[src/rtl/audio_pkg.sv]
// audio_pkg: shared constants and helpers for the audio byte/sample path.
//   MAX_BYTES_PER_SAMPLE - widest PCM sample supported by the assemblers
//   MAX_CH               - most interleaved channels per frame
//   ch_w()               - index width for a counter with n states (never 0)
package audio_pkg;

    localparam int MAX_BYTES_PER_SAMPLE = 4;
    localparam int MAX_CH               = 8;

    function automatic int ch_w(input int n);
        return (n <= 1) ? 1 : $clog2(n);
    endfunction

endpackage

[src/rtl/sample_assembler_if.sv]
// sample_assembler_if: valid/ready sample stream out of the assembler.
//   out_valid - head sample present        (master -> slave)
//   out_ready - consumer takes the head    (slave -> master)
//   sample    - head sample, SAMPLE_W bits (master -> slave)
//   ch_idx    - channel of the head sample (master -> slave)
interface sample_assembler_if #(
    parameter int SAMPLE_W = 16,
    parameter int CH_W     = 1
);
    logic                out_valid;
    logic                out_ready;
    logic [SAMPLE_W-1:0] sample;
    logic [CH_W-1:0]     ch_idx;

    modport master (output out_valid, output sample, output ch_idx, input out_ready);
    modport slave  (input out_valid, input sample, input ch_idx, output out_ready);
endinterface

[src/rtl/sample_fifo.sv]
// sample_fifo: two-entry FIFO holding {ch_idx, sample} words.
//   clk, rst  - clock, synchronous active-high reset
//   push, din - write request and data; ignored when full unless popping
//   pop       - read request; ignored when empty
//   dout      - head entry (zero after reset)
//   full      - both entries occupied
//   empty     - no entries
module sample_fifo #(
    parameter int W = 17
) (
    input  logic         clk,
    input  logic         rst,
    input  logic         push,
    input  logic         pop,
    input  logic [W-1:0] din,
    output logic [W-1:0] dout,
    output logic         full,
    output logic         empty
);
    logic [W-1:0] mem [2];
    logic         wr_ptr;
    logic         rd_ptr;
    logic [1:0]   count;
    logic         do_pop;
    logic         do_push;

    assign empty   = (count == 2'd0);
    assign full    = (count == 2'd2);
    assign do_pop  = pop && !empty;
    // A full FIFO can still take a push when the head leaves in the same cycle.
    assign do_push = push && (!full || do_pop);
    assign dout    = mem[rd_ptr];

    always_ff @(posedge clk) begin
        if (rst) begin
            mem[0] <= '0;
            mem[1] <= '0;
            wr_ptr <= 1'b0;
            rd_ptr <= 1'b0;
            count  <= 2'd0;
        end else begin
            if (do_push) begin
                mem[wr_ptr] <= din;
                wr_ptr      <= ~wr_ptr;
            end
            if (do_pop) begin
                rd_ptr <= ~rd_ptr;
            end
            count <= count + 2'(do_push) - 2'(do_pop);
        end
    end
endmodule

[src/rtl/sample_assembler.sv]
// sample_assembler: packs a byte stream into PCM samples tagged with their
// interleaved channel index and offers them through a 2-entry buffer.
//   clk, rst    - clock, synchronous active-high reset
//   validar_in  - byte strobe; D is taken on every asserted cycle
//   D           - input byte
//   sync_in     - with validar_in: this byte is byte 0 of channel 0
//   clr_err     - clears overflow and frame_err (a same-cycle set wins)
//   out_if      - valid/ready sample stream (master side)
//   overflow    - sticky: a completed sample was dropped on a full buffer
//   frame_err   - sticky: sync arrived while a sample/frame was partial
module sample_assembler
    import audio_pkg::*;
#(
    parameter int BYTES_PER_SAMPLE = 2,
    parameter int NUM_CH           = 2,
    parameter int BIG_ENDIAN       = 0
) (
    input  logic                clk,
    input  logic                rst,
    input  logic                validar_in,
    input  logic [7:0]          D,
    input  logic                sync_in,
    input  logic                clr_err,
    sample_assembler_if.master  out_if,
    output logic                overflow,
    output logic                frame_err
);
    localparam int SAMPLE_W = 8 * BYTES_PER_SAMPLE;
    localparam int CH_W     = ch_w(NUM_CH);
    localparam int BW       = ch_w(BYTES_PER_SAMPLE);
    localparam logic [BW-1:0]   B_LAST = BW'(BYTES_PER_SAMPLE - 1);
    localparam logic [CH_W-1:0] C_LAST = CH_W'(NUM_CH - 1);

    logic [BW-1:0]          bcnt;
    logic [CH_W-1:0]        ccnt;
    logic [SAMPLE_W-1:0]    lanes;
    logic [BW-1:0]          eff_b;
    logic [CH_W-1:0]        eff_c;
    logic [SAMPLE_W-1:0]    word;
    logic                   sync_v;
    logic                   complete;
    logic                   pop;
    logic                   fifo_full;
    logic                   fifo_empty;
    logic                   drop;
    int                     lane;

    assign sync_v = validar_in && sync_in;

    // A sync byte restarts the frame: the counters behave as if already at 0
    // and any partially collected lanes are thrown away.
    always_comb begin
        eff_b = sync_v ? '0 : bcnt;
        eff_c = sync_v ? '0 : ccnt;
        lane  = (BIG_ENDIAN != 0) ? (BYTES_PER_SAMPLE - 1 - int'(eff_b)) : int'(eff_b);
        word  = sync_v ? '0 : lanes;
        word[lane*8 +: 8] = D;
        complete = validar_in && (eff_b == B_LAST);
    end

    assign pop  = out_if.out_valid && out_if.out_ready;
    assign drop = complete && fifo_full && !pop;

    always_ff @(posedge clk) begin
        if (rst) begin
            bcnt      <= '0;
            ccnt      <= '0;
            lanes     <= '0;
            overflow  <= 1'b0;
            frame_err <= 1'b0;
        end else begin
            if (validar_in) begin
                lanes <= word;
                if (complete) begin
                    bcnt <= '0;
                    ccnt <= (eff_c == C_LAST) ? '0 : eff_c + CH_W'(1);
                end else begin
                    bcnt <= eff_b + BW'(1);
                    ccnt <= eff_c;
                end
            end

            if (sync_v && (bcnt != '0 || ccnt != '0)) begin
                frame_err <= 1'b1;
            end else if (clr_err) begin
                frame_err <= 1'b0;
            end

            if (drop) begin
                overflow <= 1'b1;
            end else if (clr_err) begin
                overflow <= 1'b0;
            end
        end
    end

    sample_fifo #(
        .W(CH_W + SAMPLE_W)
    ) u_fifo (
        .clk   (clk),
        .rst   (rst),
        .push  (complete),
        .pop   (pop),
        .din   ({eff_c, word}),
        .dout  ({out_if.ch_idx, out_if.sample}),
        .full  (fifo_full),
        .empty (fifo_empty)
    );

    assign out_if.out_valid = !fifo_empty;
endmodule

[src/flat_wrapper.sv]
// flat-port wrapper written by rule: the top's interface ports become plain ports
module sample_assembler_flat import audio_pkg::*;
#(
    parameter int BYTES_PER_SAMPLE = 2,
    parameter int NUM_CH           = 2,
    parameter int BIG_ENDIAN       = 0
)
  (clk, rst, validar_in, D, sync_in, clr_err, overflow, frame_err, out_if_out_valid, out_if_sample, out_if_ch_idx, out_if_out_ready);
  sample_assembler_if #(.SAMPLE_W(16), .CH_W(1)) out_if_i ();
  input  logic clk;
  input  logic rst;
  input  logic validar_in;
  input  logic [7:0] D;
  input  logic sync_in;
  input  logic clr_err;
  output logic overflow;
  output logic frame_err;
  output wire logic [$bits(out_if_i.out_valid)-1:0] out_if_out_valid;
  output wire logic [$bits(out_if_i.sample)-1:0] out_if_sample;
  output wire logic [$bits(out_if_i.ch_idx)-1:0] out_if_ch_idx;
  input wire logic [$bits(out_if_i.out_ready)-1:0] out_if_out_ready;
  assign out_if_out_valid = out_if_i.out_valid;
  assign out_if_sample = out_if_i.sample;
  assign out_if_ch_idx = out_if_i.ch_idx;
  assign out_if_i.out_ready = out_if_out_ready;
  sample_assembler #(.BYTES_PER_SAMPLE(BYTES_PER_SAMPLE), .NUM_CH(NUM_CH), .BIG_ENDIAN(BIG_ENDIAN)) u_core (.clk(clk), .rst(rst), .validar_in(validar_in), .D(D), .sync_in(sync_in), .clr_err(clr_err), .out_if(out_if_i), .overflow(overflow), .frame_err(frame_err));
endmodule
[config.mk]
export PLATFORM = sky130hd
export DESIGN_NAME = sample_assembler_flat
export DESIGN_NICKNAME = d
export VERILOG_FILES = /design/src/rtl/audio_pkg.sv /design/src/rtl/sample_assembler_if.sv /design/src/rtl/sample_fifo.sv /design/src/rtl/sample_assembler.sv /design/src/flat_wrapper.sv
export SDC_FILE = /design/constraint.sdc
export NUM_CORES = 1
export LEC_CHECK = 0
export BUFFER_PORTS_ARGS = -buffer_cell sky130_fd_sc_hd__buf_2
export CAP_MARGIN = 10
export CELL_PAD_IN_SITES_DETAIL_PLACEMENT = 1
export CELL_PAD_IN_SITES_GLOBAL_PLACEMENT = 1
export CORE_MARGIN = 2
export CORE_UTILIZATION = 30
export CTS_CLUSTER_DIAMETER = 150
export CTS_CLUSTER_SIZE = 10
export DETAILED_ROUTE_END_ITERATION = 8
export PLACE_DENSITY_LB_ADDON = 0.1
export SYNTH_ARGS = -nofsm -noshare
export SYNTH_HDL_FRONTEND = slang
export SYNTH_SLANG_ARGS = --single-unit
[constraint.sdc]
create_clock -name clk -period 5.9 [get_ports clk]
set_clock_uncertainty 0.05 [all_clocks]
set_input_delay 1.475 -clock clk [delete_from_list [all_inputs] [get_ports clk]]
set_output_delay 1.475 -clock clk [all_outputs]
set_load 0.02 [all_outputs]
Word level (Yosys, flattened, before mapping)
Memories as Yosys holds them, arrays and structs flattened. A register that Yosys moved wholly into a read port is not among the register bits. Cells that the tools add are included.

Add/subtract/negate cells: 5. Equality and inequality tests: 1. Shift-type cells: 2. Muxes and demuxes: 20. Bitwise logic cells: 2. Reduce and logical (&&, ||, !) cells: 17.

Operator list (number): $neg 4->33 (1); $shift 8x33->16 const A (1); $shiftx 8x33->16 (1); $mux 1 (17); $mux 17 (1); $reduce_or 17->1 (1); $bwmux 16 (1); $mux 16 (1); $logic_and 1x1->1 (8); $reduce_bool 2->1 (2); $logic_not 1->1 (3); $add 1x1->1 const B (2); $add 2x1->2 (1); $eq 2x2->1 const B (1); $logic_not 2->1 (1); $logic_or 1x1->1 (2); $not 1->1 (2); $sub 2x1->2 (1).

Bits in registers: 24. Memory bits (writable): 34. Input bits: 14. Output and inout port bits: 20. Word-level logic and storage cells: 56. Memories: 1.

Memory list: u_core.u_fifo.mem (depth 2, bits a word 17, rd ports 1, clocked after Yosys merged registers in 1, write ports 2, RTL line sample_fifo.sv:20) `logic [W-1:0] mem [2];`.

Logic depth before layout (Yosys ltp)
Depth after elaboration: 11. Mapped depth: 7. Gate-level depth less buffers: 6.

Hierarchy
A second synthesis with hierarchy kept.

Cells, all modules: 233. Area, all modules: 2825.2 µm².

By module, submodules not included: sample_fifo (times used 1, cells each 120, area each 1770.4 µm², seq. area each 1121.1 µm²); sample_assembler (times used 1, cells each 113, area each 1054.8 µm², seq. area each 400.4 µm²).

Least setup slack after synthesis
Ideal clock, no wire load.

Kind: in2reg. Start: input port sync_in. End: memory u_core.u_fifo.mem[0][0], enable pin. Setup time: 0.376 ns. Arrival: 2.455 ns. Data required time: 5.474 ns. Slack: 3.019 ns. Stages: 3. Path buffers: 0. Cells stage by stage: nand3b_4 or3_1 nand2b_1.

RTL lines: start: declaration (RTL line flat_wrapper.sv:14) `input logic sync_in;`; end: declaration (RTL line sample_fifo.sv:20).

==> flow_metrics.py <==
metrics = {
    "setup_path": {
        "critPathMaxStageDelay_ns": 0.82,
        "cpMaxStageDelayCell": "dfxtp_1",
        "reg2regPathDepth": 3,
        "start_kind": "register",
        "critPathMaxFanout": 17,
        "crit_arrival_ns": 1.75,
        "critPathKind": "reg -> out",
        "end_kind": "primary output",
        "worst_ep_required_time_ns": 4.38,
        "crit_chain": "mux2_2, buf_2",
    },
    "logic_synthesis": {
        "ys.flop_type": "edfxtp_1",
        "yosysWarningCount": 0,
        "syn_area_um2": 2660,
        "synth_edf_count": 34,
        "syn_inst": 245,
        "netlist_top_cells_count": "nor2_1, edfxtp_1, mux2_2",
        "syn_avg_cell_area_um2": 10.9,
        "synth_area_leaders": "edfxtp_1, dfxtp_1, mux2_2",
        "synth_seq_area_share_pct": 57.2,
        "synth.distinct_cells": 36,
        "syn_nets": 260,
        "yosys.area.top_type": "edfxtp_1",
        "ys_seq_elements": 59,
        "async_flop_share_pct": 0,
        "yosysMostFrequentCell": "nor2_1",
        "synth_top_area_share_pct": 38.4,
    },
    "grt": {
        "grtUsageTotal_pct": 14.4,
        "grt_max_degree": 32,
        "antenna_found_initial": 0,
        "grt_pass1_vias": 1920,
        "grt_overflow": 0,
        "grt_pass1_wl_mm": 10.6,
    },
    "pwr": {
        "ir_drop_uv": 107,
        "power_density_nw_per_um2": 306,
        "power.leakage_nw": 1.17,
    },
    "clock_network": {
        "post_cts_buffers": 0,
        "post_cts_resized": 0,
        "cts.clk_slew.worst_paths_ns": 0.07,
        "clock_sinks": 59,
        "clkLatencyLatePin_ns": 0.34,
        "hold_buffers": 0,
        "cts_buffers": 9,
        "ctsLongestPathBuffers": 2,
        "cts_tree": "done",
        "cts_root_buf": "clkbuf_8",
        "htree_num_levels": 3,
    },
    "timing": {
        "slew_viol_final": 0,
        "setup_viol": 0,
        "fin_crit_sh_pct": 55.5,
        "hold_viol": 0,
        "min_period_ns": 3.27,
        "finalSetupTns_ns": 0,
        "fmax_mhz": 306,
        "relSlewSlack_pct": 44.0,
        "timing.hold.ws_ns": 0.415,
        "rsz0062_at_grt": "false",
        "worst_pin_slew_ns": 0.840,
    },
    "place": {
        "placed_area_um2": 2890,
        "place_congestion": 0.681,
        "dpl.hpwl_mm": 4.06,
        "place_inst": 370,
        "portBuffers": 33,
    },
    "min_path": {
        "hold_path.class": "reg -> reg",
        "hold_depth": 2,
    },
    "status": {
        "status": "finished clean",
    },
    "die": {
        "start_util_pct": 30.6,
        "io_pins": 34,
        "core_um2": 8680,
        "rows": 34,
        "fp.dieH_um": 98.1,
        "die_w_um": 98.1,
        "dieArea_um2": 9630,
    },
    "drt": {
        "drtIter0Drc": 68,
        "drcViolationCount": 0,
        "first_pass_iters": 4,
        "routedWlPerCell_um": 16.3,
        "viasPerCell": 4.78,
        "ant_nets": 0,
        "num_vias": 1845,
        "wl_mm": 6.30,
    },
    "cells_and_area": {
        "final_cells": 386,
        "layout-drive-gt1-share_pct": 28.1,
        "n_fill_cell": 1009,
        "fin_nets": 288,
        "area_growth_pct": 15.9,
        "regArea_um2": 1520,
        "final_cell_area_um2": 3080,
        "multi_input_area_um2": 1060,
        "num_antenna_cells": 0,
    },
    "flow_run": {
        "maxCapViolations": 0,
    },
}
## metrics by stage
stage                     total power, W  util, %  setup WS [ns]
after global placement          0.000588     33.3           2.40
final                           0.000943     35.5           2.63
after global routing            0.000991     35.5           2.45
after detailed placement        0.000589     33.3           2.35
after CTS                       0.000955     35.5           2.53
after floorplan                 0.000551        -           3.02
## power by group
group	leakage (nW)	internal, W	total, W	switching (W)
clock	0.0950	0.000193	0.000365	0.000172
sequential	0.556	0.000453	0.000469	0.0000151
combinational	0.518	0.0000439	0.000109	0.0000651
total	1.17	0.000691	0.000943	0.000252
## flip-flops by register name (all words and copies together) (netlist names), named ones only
register and flops:
u_core.overflow 1, u_core.u_fifo.rd_ptr 1, u_core.bcnt 1, u_core.u_fifo.count 2
u_core.u_fifo.wr_ptr 1, u_core.ccnt 1, u_core.frame_err 1, u_core.lanes 16
u_core.u_fifo.mem 34
## placed cells by master, fill, tap and decap left out, types with 8 or more instances in the layout
cell type	instances
nor2_1	38
edfxtp_1	34
buf_2	33
mux2_2	26
dfxtp_1	25
nand2_1	20
a21oi_1	20
nand3_1	17
o21ai_0	10
clkbuf_8	9
mux2i_1	8
## cell families after synthesis
group	after synthesis	synth area share, %
AO/OA/AOI/OAI	35	7.15
XOR/XNOR	2	0.659
adder cells (fa/ha/maj)	1	0.471
buffers and inverters	18	3.06
flip-flops	59	57.2
multiplexers	34	14.0
AND/OR/NAND/NOR	96	17.4
## worst max-delay path, delay by kind of cell (launching register included)
kind | cells | cell delay [ns]
buffers and inverters | 1 | 0.16
flip-flops | 1 | 0.82
multiplexers | 1 | 0.43
## cell type report
cell class	count	share of cell area, %
Inverter	1	0.122
Clock inverter	7	2.23
Clock buffer	9	4.02
Sequential cell	59	49.4
Timing Repair Buffer	34	5.60
Multi-Input combinational cell	168	34.3
Tap cell	108	4.38
## routing by layer
metal	vias up	wire length, um	GRT usage [%]	share of wire [%]
li1	923	-	-	-
met1	877	3420	21.9	54
met2	34	2600	19.6	41
met3	11	184	3.22	2.9
met4	0	89	5.69	1.4
met5	-	0	0	0
## path summary, 6_finish.rpt
kind | slack [ns] | end | start
max | 2.63 | out_if_sample[7] | register
min | 0.41 | u_core.lanes[12] | u_core.lanes[12]
max reg2reg | 3.44 | u_core.u_fifo.mem[0][7] | u_core.bcnt
min reg2reg | 0.41 | u_core.lanes[12] | u_core.lanes[12]
Power figures use the tool's default switching activity.
